$ cat config.mk
export PLATFORM = sky130hd
export DESIGN_NAME = user_flash_writer
export DESIGN_NICKNAME = d
export VERILOG_FILES = /design/src/rtl/user_flash_pkg.sv /design/src/rtl/flash_delay_timer.sv /design/src/rtl/user_flash_writer.sv
export SDC_FILE = /design/constraint.sdc
export NUM_CORES = 1
export LEC_CHECK = 0
export CAP_MARGIN = 40
export CELL_PAD_IN_SITES_DETAIL_PLACEMENT = 0
export CELL_PAD_IN_SITES_GLOBAL_PLACEMENT = 1
export CORE_AREA = 2 2 79 157
export DETAILED_ROUTE_END_ITERATION = 6
export DIE_AREA = 0 0 81 159
export GPL_TIMING_DRIVEN = 0
export HOLD_SLACK_MARGIN = 0.05
export PLACE_DENSITY_LB_ADDON = 0.1
export SLEW_MARGIN = 20
export SYNTH_ARGS = -nofsm -noshare
export SYNTH_HDL_FRONTEND = slang
export SYNTH_SLANG_ARGS = --single-unit
$ cat constraint.sdc
create_clock -name clk -period 4.6 [get_ports clk]
set_input_delay 1.38 -clock clk [delete_from_list [all_inputs] [get_ports clk]]
set_output_delay 1.38 -clock clk [all_outputs]
set_load 0.005 [all_outputs]
$ cat src/rtl/user_flash_pkg.sv
// user_flash_pkg: GW1NR-9 user flash geometry, writer FSM encoding and ns-to-cycle helpers
package user_flash_pkg;
  localparam int FLASH_ROWS = 304;
  localparam int FLASH_COLS = 64;
  localparam int ROW_W = 9;
  localparam int COL_W = $clog2(FLASH_COLS);
  localparam int ADDR_W = ROW_W + COL_W;
  localparam logic [ROW_W-1:0] ROW_END = ROW_W'(FLASH_ROWS);
  localparam logic [2:0] S_IDLE  = 3'd0;
  localparam logic [2:0] S_SETUP = 3'd1;
  localparam logic [2:0] S_NVSTR = 3'd2;
  localparam logic [2:0] S_PROG  = 3'd3;
  localparam logic [2:0] S_ADH   = 3'd4;
  localparam logic [2:0] S_NVH   = 3'd5;
  localparam logic [2:0] S_RCV   = 3'd6;
  localparam logic [2:0] S_DONE  = 3'd7;
  function automatic longint unsigned ns_to_cycles(input longint unsigned ns, input longint unsigned freq);
    longint unsigned c;
    c = (ns * freq + 64'd999_999_999) / 64'd1_000_000_000;
    return (c == 64'd0) ? 64'd1 : c;
  endfunction
  function automatic longint unsigned lmax(input longint unsigned a, input longint unsigned b);
    return (a > b) ? a : b;
  endfunction
endpackage

$ cat src/rtl/flash_delay_timer.sv
// flash_delay_timer: loadable down-counter, expired while the count sits at zero
module flash_delay_timer #(
  parameter int W = 8
) (
  input  logic         clk,
  input  logic         rst,
  input  logic         load,
  input  logic [W-1:0] value,
  output logic         expired
);
  logic [W-1:0] cnt;
  // load on request, otherwise count down and park at zero
  always_ff @(posedge clk or posedge rst)
    if (rst) cnt <= '0;
    else if (load) cnt <= value;
    else if (cnt != '0) cnt <= cnt - W'(1);
  assign expired = (cnt == '0);
endmodule

$ cat src/rtl/user_flash_writer.sv
// user_flash_writer: sequences row erase and word program strobes for the GW1NR-9 user flash
module user_flash_writer
  import user_flash_pkg::*;
#(
  parameter longint unsigned CLK_FREQ   = 27_000_000,
  parameter longint unsigned T_NVS_NS   = 5_000,
  parameter longint unsigned T_PGS_NS   = 10_000,
  parameter longint unsigned T_PROG_NS  = 16_000,
  parameter longint unsigned T_ERASE_NS = 100_000_000,
  parameter longint unsigned T_NVH_NS   = 5_000,
  parameter longint unsigned T_RCV_NS   = 10_000
) (
  input  logic              clk,
  input  logic              reset,
  input  logic              cmd_valid,
  output logic              cmd_ready,
  input  logic              cmd_erase,
  input  logic [ADDR_W-1:0] addr,
  input  logic [31:0]       data_i,
  output logic              busy,
  output logic              done,
  output logic              err,
  output logic              inv_valid,
  output logic [ADDR_W-1:0] inv_addr,
  output logic              flash_xe,
  output logic              flash_ye,
  output logic              flash_prog,
  output logic              flash_erase,
  output logic              flash_nvstr,
  output logic [ROW_W-1:0]  flash_xadr,
  output logic [COL_W-1:0]  flash_yadr,
  output logic [31:0]       flash_din
);
  localparam longint unsigned N_NVS   = ns_to_cycles(T_NVS_NS, CLK_FREQ);
  localparam longint unsigned N_PGS   = ns_to_cycles(T_PGS_NS, CLK_FREQ);
  localparam longint unsigned N_PROG  = ns_to_cycles(T_PROG_NS, CLK_FREQ);
  localparam longint unsigned N_ERASE = ns_to_cycles(T_ERASE_NS, CLK_FREQ);
  localparam longint unsigned N_NVH   = ns_to_cycles(T_NVH_NS, CLK_FREQ);
  localparam longint unsigned N_RCV   = ns_to_cycles(T_RCV_NS, CLK_FREQ);
  localparam longint unsigned N_MAX   = lmax(lmax(lmax(N_NVS, N_PGS), lmax(N_PROG, N_ERASE)), lmax(N_NVH, N_RCV));
  localparam int CW = $clog2(N_MAX) + 1;
  localparam logic [CW-1:0] L_NVS   = CW'(N_NVS - 1);
  localparam logic [CW-1:0] L_PGS   = CW'(N_PGS - 1);
  localparam logic [CW-1:0] L_PROG  = CW'(N_PROG - 1);
  localparam logic [CW-1:0] L_ERASE = CW'(N_ERASE - 1);
  localparam logic [CW-1:0] L_NVH   = CW'(N_NVH - 1);
  localparam logic [CW-1:0] L_RCV   = CW'(N_RCV - 1);
  logic [2:0] state, nxt;
  logic [CW-1:0] load_val;
  logic erase_l, erase_n, accept, expired;
  assign accept = (state == S_IDLE) && cmd_valid;
  assign erase_n = accept ? cmd_erase : erase_l;
  // next state: each timed state advances once the shared counter runs out
  always_comb begin
    nxt = state;
    case (state)
      S_IDLE:  nxt = !accept ? S_IDLE : (addr[ADDR_W-1:COL_W] >= ROW_END) ? S_DONE : S_SETUP;
      S_SETUP: nxt = expired ? S_NVSTR : S_SETUP;
      S_NVSTR: nxt = !expired ? S_NVSTR : erase_l ? S_NVH : S_PROG;
      S_PROG:  nxt = expired ? S_ADH : S_PROG;
      S_ADH:   nxt = S_NVH;
      S_NVH:   nxt = expired ? S_RCV : S_NVH;
      S_RCV:   nxt = expired ? S_DONE : S_RCV;
      default: nxt = S_IDLE;
    endcase
  end
  // dwell time of the state being entered, loaded into the counter on every transition
  always_comb
    load_val = (nxt == S_SETUP) ? L_NVS :
               (nxt == S_NVSTR) ? (erase_l ? L_ERASE : L_PGS) :
               (nxt == S_PROG)  ? L_PROG :
               (nxt == S_NVH)   ? L_NVH :
               (nxt == S_RCV)   ? L_RCV : '0;
  flash_delay_timer #(.W(CW)) u_timer (
    .clk     (clk),
    .rst     (reset),
    .load    (nxt != state),
    .value   (load_val),
    .expired (expired)
  );
  // state, command latches and all outputs registered from the next state
  always_ff @(posedge clk or posedge reset)
    if (reset) begin
      state <= S_IDLE;
      erase_l <= 1'b0;
      cmd_ready <= 1'b1;
      busy <= 1'b0;
      done <= 1'b0;
      err <= 1'b0;
      inv_valid <= 1'b0;
      inv_addr <= '0;
      flash_xe <= 1'b0;
      flash_ye <= 1'b0;
      flash_prog <= 1'b0;
      flash_erase <= 1'b0;
      flash_nvstr <= 1'b0;
      flash_xadr <= '0;
      flash_yadr <= '0;
      flash_din <= '0;
    end else begin
      state <= nxt;
      if (accept) begin
        erase_l <= cmd_erase;
        flash_xadr <= addr[ADDR_W-1:COL_W];
        flash_yadr <= addr[COL_W-1:0];
        flash_din <= data_i;
      end
      cmd_ready <= (nxt == S_IDLE);
      busy <= (nxt != S_IDLE);
      done <= (nxt == S_DONE);
      err <= (nxt == S_DONE) && (state == S_IDLE);
      inv_valid <= (nxt == S_DONE) && (state != S_IDLE);
      if ((nxt == S_DONE) && (state != S_IDLE)) inv_addr <= {flash_xadr, flash_yadr};
      flash_xe <= nxt inside {S_SETUP, S_NVSTR, S_PROG, S_ADH, S_NVH};
      flash_ye <= (nxt == S_PROG);
      flash_prog <= !erase_n && (nxt inside {S_SETUP, S_NVSTR, S_PROG, S_ADH});
      flash_erase <= erase_n && (nxt inside {S_SETUP, S_NVSTR});
      flash_nvstr <= nxt inside {S_NVSTR, S_PROG, S_ADH, S_NVH};
    end
endmodule

# Word-level counts from Yosys, hierarchy flattened
# Cells that the tools add are included.
dict set report word_totals {
  register_bits 99
  inputBits 51
  out_inout_bits 72
  wordCells 68
}
dict set report op_classes {
  n_addsub 1
  order_cmp 1
  eq_ne 14
  n_mux 18
  reduce_logical 17
}
# operator n
set ops {}
lappend ops {{$mux W22} 3}
lappend ops {{$mux W23} 2}
lappend ops {{$mux W9} 3}
lappend ops {{$logic_not A23 Y1} 1}
lappend ops {{$reduce_bool A23 Y1} 1}
lappend ops {{$sub A23 B1 Y23 const B} 1}
lappend ops {{$eq A3 B3 Y1 const B} 7}
lappend ops {{$pmux W3 S7} 1}
lappend ops {{$mux W3} 5}
lappend ops {{$eq A3 B2 Y1 const B} 4}
lappend ops {{$ge A9 B9 Y1 const B} 1}
lappend ops {{$reduce_bool A4 Y1} 2}
lappend ops {{$eq A3 B1 Y1 const B} 2}
lappend ops {{$logic_not A3 Y1} 2}
lappend ops {{$reduce_bool A3 Y1} 2}
lappend ops {{$logic_and A1 B1 Y1} 5}
lappend ops {{$reduce_bool A5 Y1} 1}
lappend ops {{$mux W2} 2}
lappend ops {{$reduce_bool A2 Y1} 2}
lappend ops {{$ne A3 B3 Y1} 1}
lappend ops {{$mux W1} 2}
lappend ops {{$logic_not A1 Y1} 1}

# Longest topological paths before layout
# Gate-level depths: netlist of the first run.
dict set report logic_depth {
  depth_word 11
  depth_mapped 9
  mapped_depth_nobuf 9
}

# Cells and area by module
# From an unflattened synthesis of the first run, not the netlist that was laid out.
dict set report unflattened {
  hier_cells 376
  hier_area_um2 4468.0
}
# module n_inst cells_per_inst area_per_inst_um2 seq_area_each_um2
set by_module_without_submodules {}
lappend by_module_without_submodules {user_flash_writer 1 231 3071.7 1903.1}
lappend by_module_without_submodules {flash_delay_timer 1 145 1396.3 575.6}

# Worst setup path before layout of the first run
# No wires, ideal clock.
dict set report synth_timing {
  kind {in2reg}
  startpoint {input port cmd_valid}
  endpoint {register inv_addr[0]}
  setup_time_ps 125
  arrival_ps 3101
  required_ps 4475
  setup_slack_ps 1374
  cell_stages 6
  path_buffers 1
  path_cell_list {nor4b_1 > a31oi_1 > o31a_1 > nor4_4 > buf_8 > mux2_4}
}
dict set report synth_between {
  elab_chain_cells 5
}
# element line_no
set synth_rtl {}
lappend synth_rtl {{from (decl)} user_flash_writer.sv:15} ;# input logic cmd_valid,
lappend synth_rtl {{$logic_and A1 B1 Y1} user_flash_writer.sv:51} ;# assign accept = (state == S_IDLE) && cmd_valid;
lappend synth_rtl {{$mux W3} user_flash_writer.sv:57} ;# S_IDLE: nxt = !accept ? S_IDLE : (addr[ADDR_W-1:COL_W] >= ROW_END) ? S_DONE : S_SETUP;
lappend synth_rtl {{$pmux W3 S7} user_flash_writer.sv:56} ;# case (state)
lappend synth_rtl {{$eq A3 B3 Y1} user_flash_writer.sv:113} ;# if ((nxt == S_DONE) && (state != S_IDLE)) inv_addr <= {flash_xadr, flash_yadr};
lappend synth_rtl {{$logic_and A1 B1 Y1} user_flash_writer.sv:113}
lappend synth_rtl {{to (signal assigned)} user_flash_writer.sv:113}
lappend synth_rtl {{to (decl)} user_flash_writer.sv:24} ;# output logic [ADDR_W-1:0] inv_addr,
# Every way passes these cells.
# A chain may end at the register's enable or synchronous reset.

# Final worst setup path of the first run
dict set report layout_timing {
  startpoint {input port cmd_valid}
  endpoint {register inv_addr[6]}
}
# Same word-level chain as after synthesis.

==> results of run 1 <==
-- final cells by class --
| type | count | area (sq um) |
|---|---|---|
| flip-flops and latches | 99 | 2479 |
| multi-input cells | 221 | 1792 |
| clock buffers | 11 | 242.7 |
| inverters | 8 | 35.03 |
| clock inverters | 5 | 61.31 |
| repair buffers | 124 | 1252 |
| plain buffers | 14 | 65.06 |
| fillers | 1117 | 5523 |
| well taps | 145 | 181.4 |
-- flip-flops by register name (all words and copies together), names as in the netlist, 3 cells and up --
| register | flops |
|---|---|
| flash_xadr | 9 |
| state | 3 |
| u_timer.cnt | 23 |
| flash_din | 32 |
| flash_yadr | 6 |
| inv_addr | 15 |
-- how the worst max path moves through the flow --
stage	to	startpoint
after global placement	inv_addr[5]	reset
final	inv_addr[6]	cmd_valid
after CTS	inv_addr[6]	cmd_valid
after floorplan	busy	reset
after detailed placement	inv_addr[6]	cmd_valid
after global routing	inv_addr[6]	cmd_valid
-- per-stage QoR --
step                power, mW  hold WS, ns
floorplan               1.914       0.5019
global placement        2.427       0.4887
detailed placement      2.451       0.4917
CTS                     3.244       0.5120
global route            3.400       0.5281
finish                  3.198       0.5071
-- cell usage in the layout, fill, tap and decap left out, types with 2 or more instances in the layout --
cell             instances
inv_6                    2
or4_1                    2
nand2_1                 14
a31oi_1                  4
nor4b_1                  2
mux2_2                  53
a21oi_1                 15
clkbuf_1                11
buf_1                    3
clkbuf_16                9
or3_2                    2
xor2_1                   8
o22ai_1                  3
or2b_1                   2
clkdlybuf4s50_1        122
mux2_4                   9
nor3_1                   9
inv_1                    7
or3_1                    2
nor4_1                   2
nand2b_1                 5
xnor2_1                 10
o21ai_0                  6
nor2_1                  23
nor2b_1                  4
nand4_1                  2
nor4_2                   2
dfrtp_1                 98
clkinv_4                 2
o31ai_1                  5
o21a_1                   2
nand3_1                  7
nor4_4                   3
-- logic make-up after synthesis --
group,count (synthesis),synth area share (%)
DFF,99,56.78
and+or+nand+nor,90,12.41
muxes,63,17.00
AOI/OAI and AO/OA,49,7.739
buffers and inverters,22,2.178
xor gates and xnor gates,18,3.611
adders and majority gates,1,0.2866
-- layer usage --
layer	up-vias	global-route usage, %	wire, um
met1	1565	19.46	3912
met4	0	6.163	212
met2	78	34.30	6417
met5	-	0	0
li1	1492	-	-
met3	15	6.122	684
-- where the power goes --
part           internal (mW)  leakage [nW]  total, mW  switching (mW)
Sequential              1.10          1.25       1.27           0.167
Clock                  0.440         0.150      0.780           0.339
Combinational          0.634          1.14       1.15           0.516
Total                   2.18          2.55       3.20            1.02
-- critical path, cell delays in order --
cell and delay, ns:
clkdlybuf4s50_1 0.56, nor4b_1 0.52, buf_1 0.23, a31oi_1 0.10, o31a_1 0.22, nor4_4 0.49
buf_8 0.24, mux2_4 0.31
==> results.cfg, run 1 <==
[run_status]
outcome = finished, final reports clean

[detailed_routing]
drt-pass1-iter-count = 4
antenna_left = 0
vias = 3150
wl_per_cell_um = 17.90
drc_errors = 0
drt-total-wl_mm = 11.23
dr.first_iter.drc_count = 119
via_per_inst = 5.024

[finish]
final_cells = 627
synthToLayoutAreaGrowth_pct = 39.93
final_area_sq_um = 6108
drive_gt1_share_pct = 20.33
fin_util_pct = 52.52
nNetsFinal = 529
diodes = 0

[min_path]
hold_path.class = flop to flop
worstHoldStart = flash_din[12]
whs_endpoint = flash_din[12]
whs_path_depth = 1

[floorplan]
fp.dieH_um = 159
design.die.area_sq_um = 12880
start_util_pct = 37.53
rows = 56
die_x_um = 81
core_sq_um = 11630
pin_count = 123

[clock_network]
cts_resized = 0
clock-root-buffer = clkbuf_16
clkTransAtPathRegs_ns = 0.07
clkSinkCount = 99
post_cts_buffers = 0
insertion_delay_ns = 0.34
cts_tree = done
cts.path.max_buffers = 2
cts_hold_buffers = 0
cts_buffers = 9
htreeDepth = 3

[setup_path]
reg2reg_to = inv_addr[6]
critPathLaunchType = input port
end_kind = flop
reg2regPathDepth = 9
critical_path.max_fanout = 10
crit_type = input port to flop
regToRegSetupSlack_ns = 1.22
arrival_ns = 4.05
r2r-start = u_timer.cnt[0]
required_ns = 4.83

[place]
dpl_cell_area_sq_um = 5804
gp_congestion = 0.7479
pre_cts_slack_ns = 0.3612
portBuffers = 122
dp.cells = 611
place.detailed.hpwl_mm = 8.498

[power_and_ir_drop]
peakVddDrop_uv = 271.3
p_leak_nw = 2.546
power_density_nw_per_um2 = 523.6

[synthesis]
synthFlopType = dfrtp_1
ys_types = 57
yosys-top-cells-count = dfrtp_1, mux2_2, nor2_1
ys_top_cells_by_area = dfrtp_1, mux2_2, mux2_4, xnor2_1, nor2_1
synth_most_common_cell = dfrtp_1
syn_area_per_cell_sq_um = 12.76
async_reset_ff_share_pct = 100.0
synth_nets = 394
synth_top_area_share_pct = 56.18
ys_warn_count = 0
synthCells = 342
synth_area_leader_cell = dfrtp_1
synth_edf_count = 0
yosysSeqAreaShare_pct = 56.78
syn_area_sq_um = 4365
synth-seq-cells = 99

[global_route]
grt_pass1_vias = 3530
grt_max_degree = 72
track_usage_pct = 18.77
grt-ovfl-total = 0
grt_pass1_wl_mm = 18.32
antenna_found_initial = 0

[timing]
final_hold_viol_count = 0
max_slew_margin_pct = 46.76
fin_crit_sh_pct = 83.12
final_max_slew_viol_count = 0
rsz0062_at_grt = no
max_freq_mhz = 261.5
timing.final.ws_setup_ns = 0.7766
worst_slew_pin_slew_ns = 0.7970
tns_ns = 0
setup_violations = 0
skew_ns = 0.009334
min_period_ns = 3.823

[flow_run]
maxCapViolCount = 0
Power figures use the tool's default switching activity.
==> run 2, diff against run 1 <==
clock period = 3.6 ns   (was 4.6 ns; I/O delays follow)
==> run 2 against run 1 <==
Global-route usage about the same. Combinational power increased by 29%. Routed wire length rose by 1.7%. Setup slack lost 0.55 ns. Sequential cell count stayed put. Sequential power grew 28%. Register-to-register slack worse by 0.98 ns. Final area rose by 0.51%. Non-clock buffer count up 2. Critical path type unchanged. Largest cell class unchanged. Highest routed layer unchanged.
==> results.cfg, run 2 (synthesis gave the netlist of run 1 again) <==
[run_status]
outcome = finished, final reports clean

[floorplan]
die_x_um = 81
start_util_pct = 37.53
pin_count = 123
fp.dieH_um = 159
design.die.area_sq_um = 12880
core_sq_um = 11630
rows = 56

[finish]
synthToLayoutAreaGrowth_pct = 40.64
top_regs = flash_din x32, u_timer.cnt x23, inv_addr x15
diodes = 0
largest_reg_flops = 32
drive_gt1_share_pct = 20.66
top_register = flash_din
nNetsFinal = 531
final_cells = 629
layout_commonest_cell = clkdlybuf4s50_1
final_cell_mix = clkdlybuf4s50_1, dfrtp_1, mux2_2

[power_and_ir_drop]
power_density_nw_per_um2 = 664.7
p_leak_nw = 2.551
peakVddDrop_uv = 351.9

[setup_path]
max_stage_delay_ns = 0.54
crit_type = input port to flop
crit_top_cell = buf_1
path_depth = 6
critPathBufInv = 4
arrival_ns = 3.59
crit_family = buffers and inverters
critPathLaunchType = input port
end_kind = flop
critical_path.max_fanout = 10
path_cells = clkdlybuf4s50_1 -> nor4b_2 -> buf_1 -> clkbuf_1 -> buf_1 -> mux2_2
reg2regPathDepth = 7
required_ns = 3.82
cp_slowest_cell = clkdlybuf4s50_1

[clock_network]
cts_buffers = 9
cts.path.max_buffers = 2
htreeDepth = 3
cts_tree = done
clkTransAtPathRegs_ns = 0.07
clock-root-buffer = clkbuf_16
clkSinkCount = 99
insertion_delay_ns = 0.34

[global_route]
track_usage_pct = 18.79
grt-ovfl-total = 0
grt_pass1_wl_mm = 18.35
grt_max_degree = 33
grt_pass1_vias = 3540
antenna_found_initial = 0

[detailed_routing]
met2WireLength_mm = 6.462
wl_per_cell_um = 18.15
dr.first_iter.drc_count = 94
drt-met1-wl_mm = 4.041
dr_wl_met3_um = 655
topRoutingLayerUsed = met4
antenna_left = 0
drt-total-wl_mm = 11.42
drt-pass1-iter-count = 4
drc_errors = 0
vias = 3200
via_per_inst = 5.087

[place]
portBuffers = 122
place.detailed.hpwl_mm = 8.808
dp.cells = 613
gp_congestion = 0.7856

[timing]
rsz0062_at_grt = no
skew_ns = 0.005976
min_period_ns = 3.369
max_slew_margin_pct = 46.55
worst_slew_pin_slew_ns = 0.8000
final_hold_viol_count = 0
max_freq_mhz = 296.8
final_max_slew_viol_count = 0
tns_ns = 0
fin_crit_sh_pct = 93.59
setup_violations = 0

[min_path]
whs_path_depth = 1
hold_path.class = flop to flop

[flow_run]
maxCapViolCount = 0
-- run 2: routing by layer --
| metal | vias to the layer above | track usage (%) |
|---|---|---|
| li1 | 1490 | - |
| met1 | 1604 | 19.55 |
| met2 | 89 | 34.07 |
| met3 | 17 | 5.839 |
| met4 | 0 | 6.934 |
| met5 | - | 0 |
-- run 2: power breakdown --
part	leakage, nW	internal, mW	switching (mW)	total [mW]
registers	1.25	1.41	0.217	1.62
logic	1.15	0.815	0.669	1.48
clock network	0.143	0.559	0.413	0.972
-- run 2: worst paths after layout --
| path | endpoint | slack [ns] | startpoint |
|---|---|---|---|
| worst max register to register | inv_addr[3] | 0.24 | u_timer.cnt[11] |
| worst max-delay path | flash_din[22] | 0.23 | cmd_valid |
| worst min register to register | flash_din[24] | 0.51 | flash_din[24] |
| min in group asynchronous | flash_din[6] | 1.07 | reset |
| worst min-delay path | flash_din[24] | 0.51 | flash_din[24] |
| max in group asynchronous | flash_xadr[8] | 1.85 | reset |
-- run 2: area by class of cell --
| cell class | count | area, sq um |
|---|---|---|
| well taps | 145 | 181.4 |
| plain buffers | 14 | 65.06 |
| repair buffers | 126 | 1285 |
| multi-input cells | 221 | 1798 |
| clock inverters | 4 | 51.30 |
| flip-flops and latches | 99 | 2479 |
| fillers | 1075 | 5492 |
| inverters | 8 | 33.78 |
| clock buffers | 12 | 246.5 |
-- run 2: per-stage QoR --
stage | setup slack (ns) | instance area [sq um] | power (mW) | util (%) | hold WS, ns
after floorplan | 0.6739 | 4369 | 2.446 | - | 0.5019
after global placement | -0.5488 | 5772 | 3.098 | 49.62 | 0.4886
after detailed placement | -0.4181 | 5836 | 3.144 | 50.17 | 0.4948
after CTS | 0.1346 | 6140 | 4.141 | 52.79 | 0.5097
after global routing | 0.002085 | 6140 | 4.338 | 52.79 | 0.5235
final | 0.2307 | 6140 | 4.081 | 52.79 | 0.5072
-- run 2: what timing repair did --
action,CTS,global route
hold buffers,0,0
resized for setup,1,0
setup endpoints to repair,20,9
setup buffers,0,0
pin swaps,0,1
==> run 3, diff against run 2 <==
CORE_AREA = 5 5 82 160   (was 2 2 79 157)
CTS_CLUSTER_SIZE = 25   (was default)
DIE_AREA = 0 0 87 165   (was 0 0 81 159)
==> run 3 against run 2 <==
Die area up 11%. Cell count stayed put. Setup slack improved by 0.026 ns. Global-route usage shrank 1.2 points. Total power up 0.55%. Largest cell class unchanged. Largest power group unchanged.
==> results.cfg, run 3 (synthesis gave the netlist of run 1 again) <==
[detailed_routing]
dr.first_iter.drc_count = 124
drc_errors = 0
wl_per_cell_um = 18.83
antenna_left = 0
via_per_inst = 5.135
drt-pass1-iter-count = 4
drt-total-wl_mm = 11.84
vias = 3230

[setup_path]
critPathLaunchType = input port
critical_path.max_fanout = 10
end_kind = flop
arrival_ns = 3.57
crit_type = input port to flop
required_ns = 3.83

[timing]
max_slew_margin_pct = 43.49
final_hold_viol_count = 0
rsz0062_at_grt = no
setup_violations = 0
final_max_slew_viol_count = 0
max_freq_mhz = 299.1
skew_ns = 0.009242
hold_ws_ns = 0.5093
worst_slew_pin_slew_ns = 0.8459
fin_crit_sh_pct = 92.87
min_period_ns = 3.343

[power_and_ir_drop]
p_leak_nw = 2.555
power_density_nw_per_um2 = 668.2
peakVddDrop_uv = 319.5
swShare_pct = 32.58
combPwrFrac_pct = 36.2
pwr-share-clk_pct = 24.0
switchingPower_mw = 1.337
p_int_mw = 2.767
p_seq_share_pct = 39.7

[floorplan]
design.die.area_sq_um = 14360
pin_count = 123
die_x_um = 87
core_sq_um = 11700
fp.dieH_um = 165
start_util_pct = 37.31
rows = 56

[clock_network]
htreeDepth = 3
cts_buffers = 9
clkSinkCount = 99
insertion_delay_ns = 0.34
post_cts_buffers = 0
cts.path.max_buffers = 2
clkTransAtPathRegs_ns = 0.07
cts_hold_buffers = 0
cts_tree = done
clock-root-buffer = clkbuf_16

[finish]
top_regs = flash_din x32, u_timer.cnt x23, inv_addr x15
layout_commonest_cell = clkdlybuf4s50_1
top_register = flash_din
largest_reg_flops = 32
nFillCells = 1062
fin_util_pct = 52.48
nNetsFinal = 531
drive_gt1_share_pct = 21.07
synthToLayoutAreaGrowth_pct = 40.67
final_cell_mix = clkdlybuf4s50_1, dfrtp_1, mux2_2
diodes = 0

[run_status]
outcome = finished, final reports clean

[place]
portBuffers = 122
place.detailed.hpwl_mm = 9.214
gp_congestion = 0.7735

[global_route]
track_usage_pct = 17.56
grt_pass1_vias = 3592
grt-ovfl-total = 0
grt_pass1_wl_mm = 19.18
antenna_found_initial = 0
grt_max_degree = 33

[flow_run]
maxCapViolCount = 0

[min_path]
hold_path.class = flop to flop
==> run 3: layout make-up <==
cell class / instances / area (sq um) / share of cell area, %
flip-flops and latches: 99 / 2479 / 40.36
multi-input cells: 221 / 1798 / 29.28
repair buffers: 126 / 1285 / 20.92
clock buffers: 9 / 225.2 / 3.667
well taps: 145 / 181.4 / 2.954
clock inverters: 7 / 73.82 / 1.202
plain buffers: 14 / 65.06 / 1.059
inverters: 8 / 33.78 / 0.5501
==> run 3: critical path, stage by stage <==
cell and delay, ns:
clkdlybuf4s50_1 0.55, nor4b_2 0.40, buf_1 0.18, clkbuf_1 0.44, buf_1 0.51, mux2_2 0.41
==> run 3: routing by layer <==
layer,routed length [um],GRT usage [%]
met5,0,0
met4,277,6.879
met2,6711,32.70
met3,769,5.592
met1,4084,17.53
==> run 3: path summary, 6_finish.rpt <==
kind / startpoint / end / slack [ns] / depth (start not counted)
max in group asynchronous: reset / inv_addr[3] / 1.86 / 4
max reg2reg: u_timer.cnt[0] / inv_addr[4] / 0.30 / 9
max: cmd_valid / flash_din[6] / 0.26 / 6
min: flash_din[24] / flash_din[24] / 0.51 / 1
min reg2reg: flash_din[24] / flash_din[24] / 0.51 / 1
min in group asynchronous: reset / busy / 1.05 / 2
==> run 3: per-stage QoR <==
step / total power, mW / std cells / instance area [sq um] / worst slack [ns] / setup TNS [ns]
6_report: 4.103 / 629 / 6141 / 0.2568 / 0
3_3_place_gp: 3.110 / 609 / 5772 / -0.5559 / -19.49
5_1_grt: 4.369 / 629 / 6141 / 0.002402 / 0
4_1_cts: 4.168 / 629 / 6141 / 0.1087 / 0
2_1_floorplan: 2.446 / 342 / 4369 / 0.6739 / 0
3_5_place_dp: 3.152 / 613 / 5836 / -0.4209 / -13.60
==> run 3: power by group through the flow <==
stage          sequential [mW]  combinational (mW)  clock, mW
3_5_place_dp              1.65                1.50          0
2_1_floorplan             1.62               0.823          0
6_report                  1.63                1.49      0.986
5_1_grt                   1.67                1.64       1.06
4_1_cts                   1.63                1.51       1.02
3_3_place_gp              1.63                1.48          0
==> run 3: repair_timing <==
item	CTS	global route
resized for setup	1	0
setup endpoints to repair	20	9
pin swaps	0	1
